<file path="src/rtl/perf_event_counter.sv">
// Run-window performance monitor: one cycle counter plus NUM_EVT event counters,
// with an auto-stop window, saturate/wrap overflow, an atomic snapshot and a registered read-back mux.
module perf_event_counter #(
    parameter int unsigned NUM_EVT    = 2,
    parameter int unsigned CNT_W      = 32,
    parameter int unsigned MAX_CYCLES = 30,
    parameter int unsigned SATURATE   = 1,
    localparam int unsigned SEL_W     = $clog2(NUM_EVT + 1)
) (
    input  logic               clk_i,
    input  logic               rst_i,
    input  logic               start_i,
    input  logic [NUM_EVT-1:0] evt_i,
    input  logic               clr_i,
    input  logic               snap_i,
    input  logic [SEL_W-1:0]   rd_sel_i,
    output logic [CNT_W-1:0]   rd_data_o,
    output logic [CNT_W-1:0]   cycle_o,
    output logic               running_o,
    output logic               done_o,
    output logic [NUM_EVT:0]   ovf_o
);

    localparam int unsigned NUM_CNT = NUM_EVT + 1;

    typedef enum logic [1:0] {
        IDLE = 2'd0,
        RUN  = 2'd1,
        DONE = 2'd2
    } state_t;

    state_t             state;
    state_t             next_state;

    // Index 0 is the cycle counter, index k is event channel k-1.
    logic [CNT_W-1:0]   live     [NUM_CNT];
    logic [CNT_W-1:0]   live_nxt [NUM_CNT];
    logic [CNT_W-1:0]   shadow   [NUM_CNT];
    logic [NUM_EVT:0]   ovf_nxt;
    logic [NUM_EVT:0]   hit;
    logic [CNT_W-1:0]   rd_mux;

    assign hit     = {evt_i, 1'b1};
    assign cycle_o = live[0];

    // Per-counter increment with sticky overflow; only active while running.
    always_comb begin
        ovf_nxt = ovf_o;
        for (int unsigned k = 0; k < NUM_CNT; k++) begin
            live_nxt[k] = live[k];
            if (state == RUN && hit[k]) begin
                if (live[k] == {CNT_W{1'b1}}) begin
                    ovf_nxt[k]  = 1'b1;
                    live_nxt[k] = (SATURATE != 0) ? live[k] : '0;
                end else begin
                    live_nxt[k] = live[k] + CNT_W'(1);
                end
            end
        end
    end

    // Next-state logic; clear overrides everything else.
    always_comb begin
        next_state = state;
        case (state)
            IDLE: if (start_i) next_state = RUN;
            RUN: begin
                if (MAX_CYCLES != 0 && live_nxt[0] == CNT_W'(MAX_CYCLES))
                    next_state = DONE;
            end
            DONE:    next_state = DONE;
            default: next_state = IDLE;
        endcase
        if (clr_i) next_state = IDLE;
    end

    // Out-of-range selects read as zero.
    always_comb begin
        rd_mux = '0;
        for (int unsigned k = 0; k < NUM_CNT; k++) begin
            if (rd_sel_i == SEL_W'(k)) rd_mux = shadow[k];
        end
    end

    always_ff @(posedge clk_i) begin
        if (!rst_i) begin
            state     <= IDLE;
            running_o <= 1'b0;
            done_o    <= 1'b0;
        end else begin
            state     <= next_state;
            running_o <= (next_state == RUN);
            done_o    <= (next_state == DONE);
        end
    end

    // Snapshot samples the pre-edge live values, so it sees pre-clear values too.
    always_ff @(posedge clk_i) begin
        if (!rst_i) begin
            for (int unsigned k = 0; k < NUM_CNT; k++) begin
                live[k]   <= '0;
                shadow[k] <= '0;
            end
            ovf_o     <= '0;
            rd_data_o <= '0;
        end else begin
            for (int unsigned k = 0; k < NUM_CNT; k++) begin
                live[k] <= clr_i ? '0 : live_nxt[k];
                if (snap_i) shadow[k] <= live[k];
            end
            ovf_o     <= clr_i ? '0 : ovf_nxt;
            rd_data_o <= rd_mux;
        end
    end

endmodule

</file>
<file path="config.mk">
export PLATFORM = sky130hd
export DESIGN_NAME = perf_event_counter
export DESIGN_NICKNAME = d
export VERILOG_FILES = /design/src/rtl/perf_event_counter.sv
export SDC_FILE = /design/constraint.sdc
export NUM_CORES = 1
export LEC_CHECK = 0
export CAP_MARGIN = 20
export CORE_UTILIZATION = 50
export DETAILED_ROUTE_END_ITERATION = 6
export DONT_BUFFER_PORTS = 1
export PLACE_DENSITY_LB_ADDON = 0.12
export REMOVE_ABC_BUFFERS = 1
export SLEW_MARGIN = 20
export SYNTH_ARGS = -nofsm -noshare
export SYNTH_HDL_FRONTEND = slang
export SYNTH_SLANG_ARGS = --single-unit
</file>
<file path="constraint.sdc">
create_clock -name clk_i -period 4.2 [get_ports clk_i]
set_clock_uncertainty 0.1 [all_clocks]
set_input_delay 0.84 -clock clk_i [delete_from_list [all_inputs] [get_ports clk_i]]
set_output_delay 0.84 -clock clk_i [all_outputs]
set_load 0.005 [all_outputs]
</file>
==> out/results.txt, run 1 <==
gp weighted congestion: 0.907
final setup margin: 0.742 ns
synth warn: 0
post-synthesis mux area share: 0.0356
average size of a mapped cell: 9.95 sq um
via count: 7,277
Clock Pin Slew Worst Setup and Hold Paths: 0.06 ns
post_cts resized: 0
largest net degree at the start of global routing: 131
Port-buffer cells: 0
Yosys cell types: 47
Bufs on Longest Clock Path: 3
IO Count: 78
DRC: 0
Total Nets Final: 1,009
fmax: 289 MHz
cell area after synthesis: 10,400 sq um
peak supply drop: 0.267 mV
Synth Instances: 1,050
Crit path arrival time: 3.79 ns
Pleak: 4.35 nW
most frequent cells in the layout: dfxtp_1, and3_1, nor2_1
main flop type after synthesis: dfxtp_1
share of cells above drive strength 1: 0.0591
Power Total: 4.51 mW
final std cells w/o fill: 1,286
num rows: 52
Final Util: 0.549
vias in the first global route: 6,830
CP endpoint kind: register
most common cell after layout, fill and taps aside: dfxtp_1
clk_lat worst skew: 0.53 ns
Congestion Overflow GR: 0
Post-Synth XOR/XNOR Area: 0.0721
initial antenna violation count: 0
Hold Crit Class: in2reg
Setup-failing EPs final: 0
Adder-Cell Fraction of Synth Area: 0.00359
largest family of logic cells by synthesized area: simple AND/OR/NAND/NOR gates
outcome: completed
GR Util All Layers: 0.234
RSZ-0062 raised after global routing: no
number of flops mapped to enable cells by yosys: 96
wire length per cell: 19.4 microns
number of vias per cell: 5.66
Hold Fails Final Rpt: 0
CTS tree: built
Worst-Margin Slew: 0.887 ns
CP Class: reg2reg
asr flop ratio synth: 0
final worst-path cycle share: 0.823
CTS buffer count: 25
crit path max fanout: 11
Compound-Gate Fraction of Synth Area: 0.0471
total length of routed wires: 25.0 mm
Starting Density: 0.513
setup TNS: 0 ns
CTS Root Cell: clkbuf_16
ANT nets after route: 0
P per Cell Area: 404 nW/um^2
Die W: 147 microns
H-tree depth: 1
Post-CTS Setup Bufs: 0
hpwl dp: 16.3 mm
post-place setup slack: 0.769 ns
Detailed Route Iter0 Violations: 476
DR pass1 iterations: 5
Placed Instances: 1,240
total clock sinks: 231
post-synthesis sequential area ratio: 0.535
max cap viols: 0
Simple-Gate Fraction of Synth Area: 0.258
first-pass GRT wire length: 39.2 mm
Max Slew Vio Count: 0
Die ar.: 21,500 sq um
Die Y-Extent: 147 microns
Final Critical Period: 3.46 ns
Slew headroom: 0.406
#FFs+latches synth: 231
# diodes: 0
hold-fix buffers at CTS: 0
core area: 20,400 sq um
Required @ worst endpoint: 4.53 ns
P&R area growth vs syn: 6.97%
Startpoint Class: register
[worst paths after layout]
| path | slack (ns) | end | cells past startpoint | startpoint |
|---|---|---|---|---|
| min reg2reg | 0.39 | ovf_o[2] | 2 | ovf_o[2] |
| max | 0.74 | done_o | 8 | live[0][4] |
| min | 0.35 | rd_data_o[18] | 1 | rst_i |
| max reg2reg | 0.74 | done_o | 8 | live[0][4] |
[logic make-up (layout without fill, tap and decap cells)]
| kind of cell | after synthesis | count (layout) |
|---|---|---|
| flops | 231 | 231 |
| simple gates | 509 | 509 |
| fa+ha+maj | 3 | 3 |
| compound gates | 85 | 85 |
| buf+inv | 99 | 65 |
| xor+xnor | 86 | 86 |
| mux | 37 | 37 |
[final cells by class]
type,instances,area (sq um)
inverter,3,11.3
sequential,231,5590
tap,270,338
clock inverter,10,47.5
multi-input combinational,720,4370
fill,1831,9190
timing repair buffer,16,133
clock buffer,36,687
[metal layers]
metal  vias to the layer above  global-route usage  part of all wire
li1                       3569                   -                 -
met1                      3457               0.318              0.46
met5                         -                   0                 0
met2                       199               0.369              0.45
met4                         0              0.0911             0.035
met3                        52              0.0428             0.057
[worst max-delay path: stages (launching register included)]
cell and delay [ns]:
dfxtp_1 0.60, nand4_1 0.40, nor3_1 0.78, nand4_1 0.33
nor4b_2 0.33, o22ai_1 0.16, nor4_4 0.36, nand4_2 0.14
a21oi_1 0.16
[cells in the mapped netlist, types with 3 or more instances]
cell type | instances | share of area
o22ai_1 | 3 | 0.0018
a21oi_1 | 20 | 0.0096
mux2i_1 | 36 | 0.034
nor2b_1 | 4 | 0.0024
nand2b_1 | 5 | 0.0030
and2_1 | 39 | 0.023
nor2_1 | 116 | 0.042
dfxtp_1 | 135 | 0.26
and3_1 | 121 | 0.072
nor4_1 | 7 | 0.0042
or3_1 | 14 | 0.0084
nor3_1 | 12 | 0.0058
xor2_1 | 58 | 0.049
buf_2 | 6 | 0.0029
and4_1 | 16 | 0.013
buf_4 | 33 | 0.024
nand2_1 | 93 | 0.033
inv_1 | 3 | 0.0011
o21ai_0 | 45 | 0.022
a41oi_1 | 3 | 0.0025
ha_1 | 3 | 0.0036
nand3_1 | 38 | 0.018
clkbuf_1 | 56 | 0.020
nand4_1 | 33 | 0.020
a31oi_1 | 3 | 0.0018
edfxtp_1 | 96 | 0.28
xnor2_1 | 28 | 0.023
[per-stage QoR]
step | cell area [sq um] | hold WS, ns
after floorplan | 9950 | 0.357
after global placement | 10400 | 0.379
after detailed placement | 10400 | 0.387
after CTS | 11200 | 0.329
after global routing | 11200 | 0.338
final | 11200 | 0.346
[report_power, final]
part / total (mW) / leakage [nW] / switching [mW] / internal, mW
sequential: 2.41 / 2.15 / 0.0217 / 2.39
combinational: 0.103 / 1.85 / 0.0680 / 0.0348
clock: 2.00 / 0.353 / 0.865 / 1.13
total: 4.51 / 4.35 / 0.954 / 3.56
[sequential cells by signal (all words and copies together), names as in the netlist]
name	count
live	96
shadow	96
running_o	1
ovf_o	3
done_o	1
rd_data_o	32
state	2
Note: power is estimated with default switching activity, not from simulation.
==> run 2, diff against run 1 <==
==> constraint.sdc (replaced) <==
create_clock -name clk_i -period 3.4 [get_ports clk_i]
set_clock_uncertainty 0.1 [all_clocks]
set_input_delay 0.68 -clock clk_i [delete_from_list [all_inputs] [get_ports clk_i]]
set_output_delay 0.68 -clock clk_i [all_outputs]
set_load 0.005 [all_outputs]
==> out/results.txt, run 2 (same netlist as run 1, synthesis figures left out) <==
ANT nets after route: 0
via count: 7,278
Max Slew Vio Count: 0
grt met2 use: 0.391
clk_lat worst skew: 0.53 ns
P per Cell Area: 502 nW/um^2
met3 GRT Util: 0.0431
Bufs on Longest Clock Path: 3
most frequent cells in the layout: dfxtp_1, and3_1, nor2_1
Final Critical Period: 2.97 ns
hold_ws: 0.172 ns
GR Util All Layers: 0.239
Flop pwr share: 0.523
P&R area growth vs syn: 8.67%
Required @ worst endpoint: 3.69 ns
largest net degree at the start of global routing: 131
Crit path arrival time: 3.26 ns
post_cts resized: 0
clock share of power: 0.455
wire length per cell: 19.3 microns
Pleak: 4.47 nW
num rows: 52
Starting Density: 0.513
Die ar.: 21,500 sq um
crit path max fanout: 11
hold-fix buffers at CTS: 0
gp weighted congestion: 0.868
switching power: 1.19 mW
total length of routed wires: 25.2 mm
R2R depth: 8
most common cell after layout, fill and taps aside: dfxtp_1
share of cells above drive strength 1: 0.0812
top flop regs: live: 96 flops, shadow: 96 flops, rd_data_o: 32 flops
Port-buffer cells: 0
final worst-path cycle share: 0.873
vias in the first global route: 7,080
IO Count: 78
number of vias per cell: 5.58
max cap viols: 0
total clock sinks: 231
peak supply drop: 0.383 mV
CP Class: reg2reg
Die Y-Extent: 147 microns
CP endpoint kind: register
Slew headroom: 0.373
Worst-Margin Slew: 0.937 ns
CTS tree: built
DRC: 0
DR pass1 iterations: 5
FILL cells: 1,828
Net Sw Frac: 0.209
hpwl dp: 16.7 mm
Startpoint Class: register
Clock Pin Slew Worst Setup and Hold Paths: 0.06 ns
initial antenna violation count: 0
internal power: 4.51 mW
first-pass GRT wire length: 39.9 mm
Post-CTS Setup Bufs: 0
CTS buffer count: 25
fmax: 337 MHz
core area: 20,400 sq um
setup TNS: 0 ns
Hold Crit Depth: 1
Hold Crit Class: in2reg
Hold Fails Final Rpt: 0
# diodes: 0
RSZ-0062 raised after global routing: no
H-tree depth: 1
Congestion Overflow GR: 0
CTS Root Cell: clkbuf_16
Die W: 147 microns
Detailed Route Iter0 Violations: 463
Total Nets Final: 1,027
Setup-failing EPs final: 0
grt met1 use: 0.321
Power Total: 5.70 mW
combinational share of power: 0.022
GR peak layer: met2
outcome: completed
-- run 2: cell types whose count changed in the layout (fill, tap and decap cells not counted), sizes merged --
| cell | change |
|---|---|
| clkbuf | +2 |
| inv | +1 |
| bufinv | +1 |
| clkinv | -4 |
| buf | +18 |
-- run 2: final timing paths --
check | from | endpoint | slack (ns)
max | live[0][13] | running_o | 0.43
min | rst_i | rd_data_o[18] | 0.17
max reg2reg | live[0][13] | running_o | 0.43
min reg2reg | ovf_o[0] | ovf_o[0] | 0.41
-- run 2: layer usage --
layer | vias to the layer above | routed length [microns] | share of wire
met3 | 42 | 1310 | 0.052
met1 | 3473 | 11400 | 0.45
li1 | 3602 | - | -
met2 | 161 | 11700 | 0.47
met5 | - | 0 | 0
met4 | 0 | 730 | 0.029
-- run 2: final cells by class --
cell class	count	area (sq um)	share of cell area
flip-flops and latches	231	5590	0.492
clock buffers	38	704	0.0621
clock inverters	8	77.6	0.00683
inverters	3	11.3	0.000992
multi-input cells	720	4370	0.385
well taps	270	338	0.0298
repair buffers	34	268	0.0236
-- run 2: metrics by stage --
| stage | util | instance area, sq um | worst slack [ns] | cells |
|---|---|---|---|---|
| floorplan | - | 9950 | -0.183 | 954 |
| global placement | 0.519 | 10600 | 0.453 | 1258 |
| detailed placement | 0.519 | 10600 | 0.447 | 1258 |
| CTS | 0.557 | 11400 | 0.444 | 1304 |
| global route | 0.557 | 11400 | 0.227 | 1304 |
| finish | 0.557 | 11400 | 0.432 | 1304 |
-- run 2: power groups by stage --
stage	Sequential (mW)	Clock (mW)	Combinational, mW
after floorplan	3.03	0	0.0809
after global placement	3.04	0	0.133
after detailed placement	3.04	0	0.133
after CTS	2.98	2.65	0.133
after global routing	2.98	2.76	0.143
final	2.98	2.59	0.128
-- run 2: critical path, cell delays in order (launching register included) --
cell      delay [ns]
dfxtp_1         0.52
and3_1          0.31
nand4_1         0.22
or4_4           0.69
a311oi_2        0.29
a41oi_1         0.08
nor4_2          0.33
and3b_1         0.23
a21oi_1         0.07
==> run 3, diff against run 2 <==
--- a/config.mk
+++ b/config.mk
@@ -9,6 +9,7 @@
 export CORE_UTILIZATION = 50
 export DETAILED_ROUTE_END_ITERATION = 6
 export DONT_BUFFER_PORTS = 1
+export MAX_ROUTING_LAYER = met4
 export PLACE_DENSITY_LB_ADDON = 0.12
 export REMOVE_ABC_BUFFERS = 1
 export SLEW_MARGIN = 20
==> out/results.txt, run 3 (same netlist as run 1, synthesis figures left out) <==
total length of routed wires: 25.7 mm
Detailed Route Iter0 Violations: 541
Pleak: 4.53 nW
critical path cell sequence: nand4_1 > or4_1 > or4_4 > a311oi_2 > a41oi_1 > nor4_2 > and3b_1 > a21oi_1
vias in the first global route: 7,131
gp weighted congestion: 0.908
most common cell after layout, fill and taps aside: dfxtp_1
first-pass GRT wire length: 40.9 mm
P per Cell Area: 513 nW/um^2
Worst-Margin Slew: 0.928 ns
slowest stage delay, CP: 0.63 ns
Worst R2R Setup Slack: 0.43 ns
top flop regs: live: 96 flops, shadow: 96 flops, rd_data_o: 32 flops
Clock Pin Slew Worst Setup and Hold Paths: 0.06 ns
CP Class: reg2reg
Hold Crit Class: in2reg
hold_ws: 0.181 ns
ANT nets after route: 0
CTS tree: built
via count: 7,445
Post-CTS Setup Bufs: 0
core area: 20,400 sq um
Die W: 147 microns
final worst-path cycle share: 0.873
peak supply drop: 0.335 mV
end of the worst register-to-register path: state[0]
RSZ-0062 raised after global routing: no
crit path max fanout: 11
Crit-path slowest cell: or4_1
total clock sinks: 231
Required @ worst endpoint: 3.70 ns
largest net degree at the start of global routing: 131
hpwl dp: 16.9 mm
CTS Root Cell: clkbuf_16
hold-fix buffers at CTS: 0
most frequent cells in the layout: dfxtp_1, and3_1, nor2_1
Congestion Overflow GR: 0
initial antenna violation count: 0
Port-buffer cells: 0
Startpoint Class: register
R2R depth: 8
Die ar.: 21,500 sq um
CTS buffer count: 25
Final Util: 0.562
Setup-failing EPs final: 0
Slew headroom: 0.379
Die Y-Extent: 147 microns
outcome: completed
setup TNS: 0 ns
H-tree depth: 1
Bufs on Longest Clock Path: 3
clk_lat worst skew: 0.53 ns
num rows: 52
hold wc startpoint: rst_i
# diodes: 0
fmax: 337 MHz
DRC: 0
wire length per cell: 19.6 microns
DR pass1 iterations: 5
Starting Density: 0.513
CP endpoint kind: register
number of vias per cell: 5.69
Power Total: 5.87 mW
Total Nets Final: 1,032
Hold Fails Final Rpt: 0
post_cts resized: 0
share of cells above drive strength 1: 0.0867
worst r2r src: live[0][22]
final setup margin: 0.430 ns
P&R area growth vs syn: 9.59%
IO Count: 78
Hold Crit Depth: 1
Max Slew Vio Count: 0
Hold EP: rd_data_o[18]
max cap viols: 0
GR Util All Layers: 0.249
Crit path arrival time: 3.27 ns
post-place setup slack: 0.458 ns
Final Critical Period: 2.97 ns
==> run 3: worst max path at each step <==
stage / startpoint / end / slack, ns / cells after the start
after floorplan: snap_i / shadow[0][0] / -0.18 / 1
after global placement: live[0][22] / state[1] / 0.50 / 8
after detailed placement: live[0][22] / state[0] / 0.46 / 8
after CTS: live[0][22] / state[0] / 0.44 / 8
after global routing: live[0][22] / done_o / 0.25 / 10
final: live[0][22] / state[0] / 0.43 / 8
==> run 3: stage by stage <==
stage	std cells	area (sq um)
floorplan	954	9950
global placement	1263	10600
detailed placement	1263	10600
CTS	1308	11400
global route	1308	11400
finish	1308	11400
==> run 3: cell type report <==
cell class / instances / area (sq um)
fillers: 1788 / 8920
flip-flops and latches: 231 / 5590
multi-input cells: 720 / 4370
clock buffers: 34 / 699
well taps: 270 / 338
repair buffers: 39 / 305
clock inverters: 11 / 141
inverters: 3 / 11.3
==> run 3: worst max-delay path, delay by kind of cell (launching register included) <==
family	cells	cell delay, ns
simple gates	5	1.95
compound gates	3	0.45
flops	1	0.35
==> run 3: routing by layer <==
metal  track usage  wire length (microns)  vias up
met4        0.0583                    525        0
li1              -                      -     3598
met3        0.0413                   1330       47
met2         0.386                  11900      202
met5             -                      0        -
met1         0.343                  11900     3598
==> run 3: power breakdown <==
group          internal [mW]  switching (mW)  total, mW  leakage [nW]
Clock                   1.67            1.09       2.76         0.415
Combinational         0.0441          0.0864      0.130          1.97
Sequential              2.95          0.0269       2.98          2.15
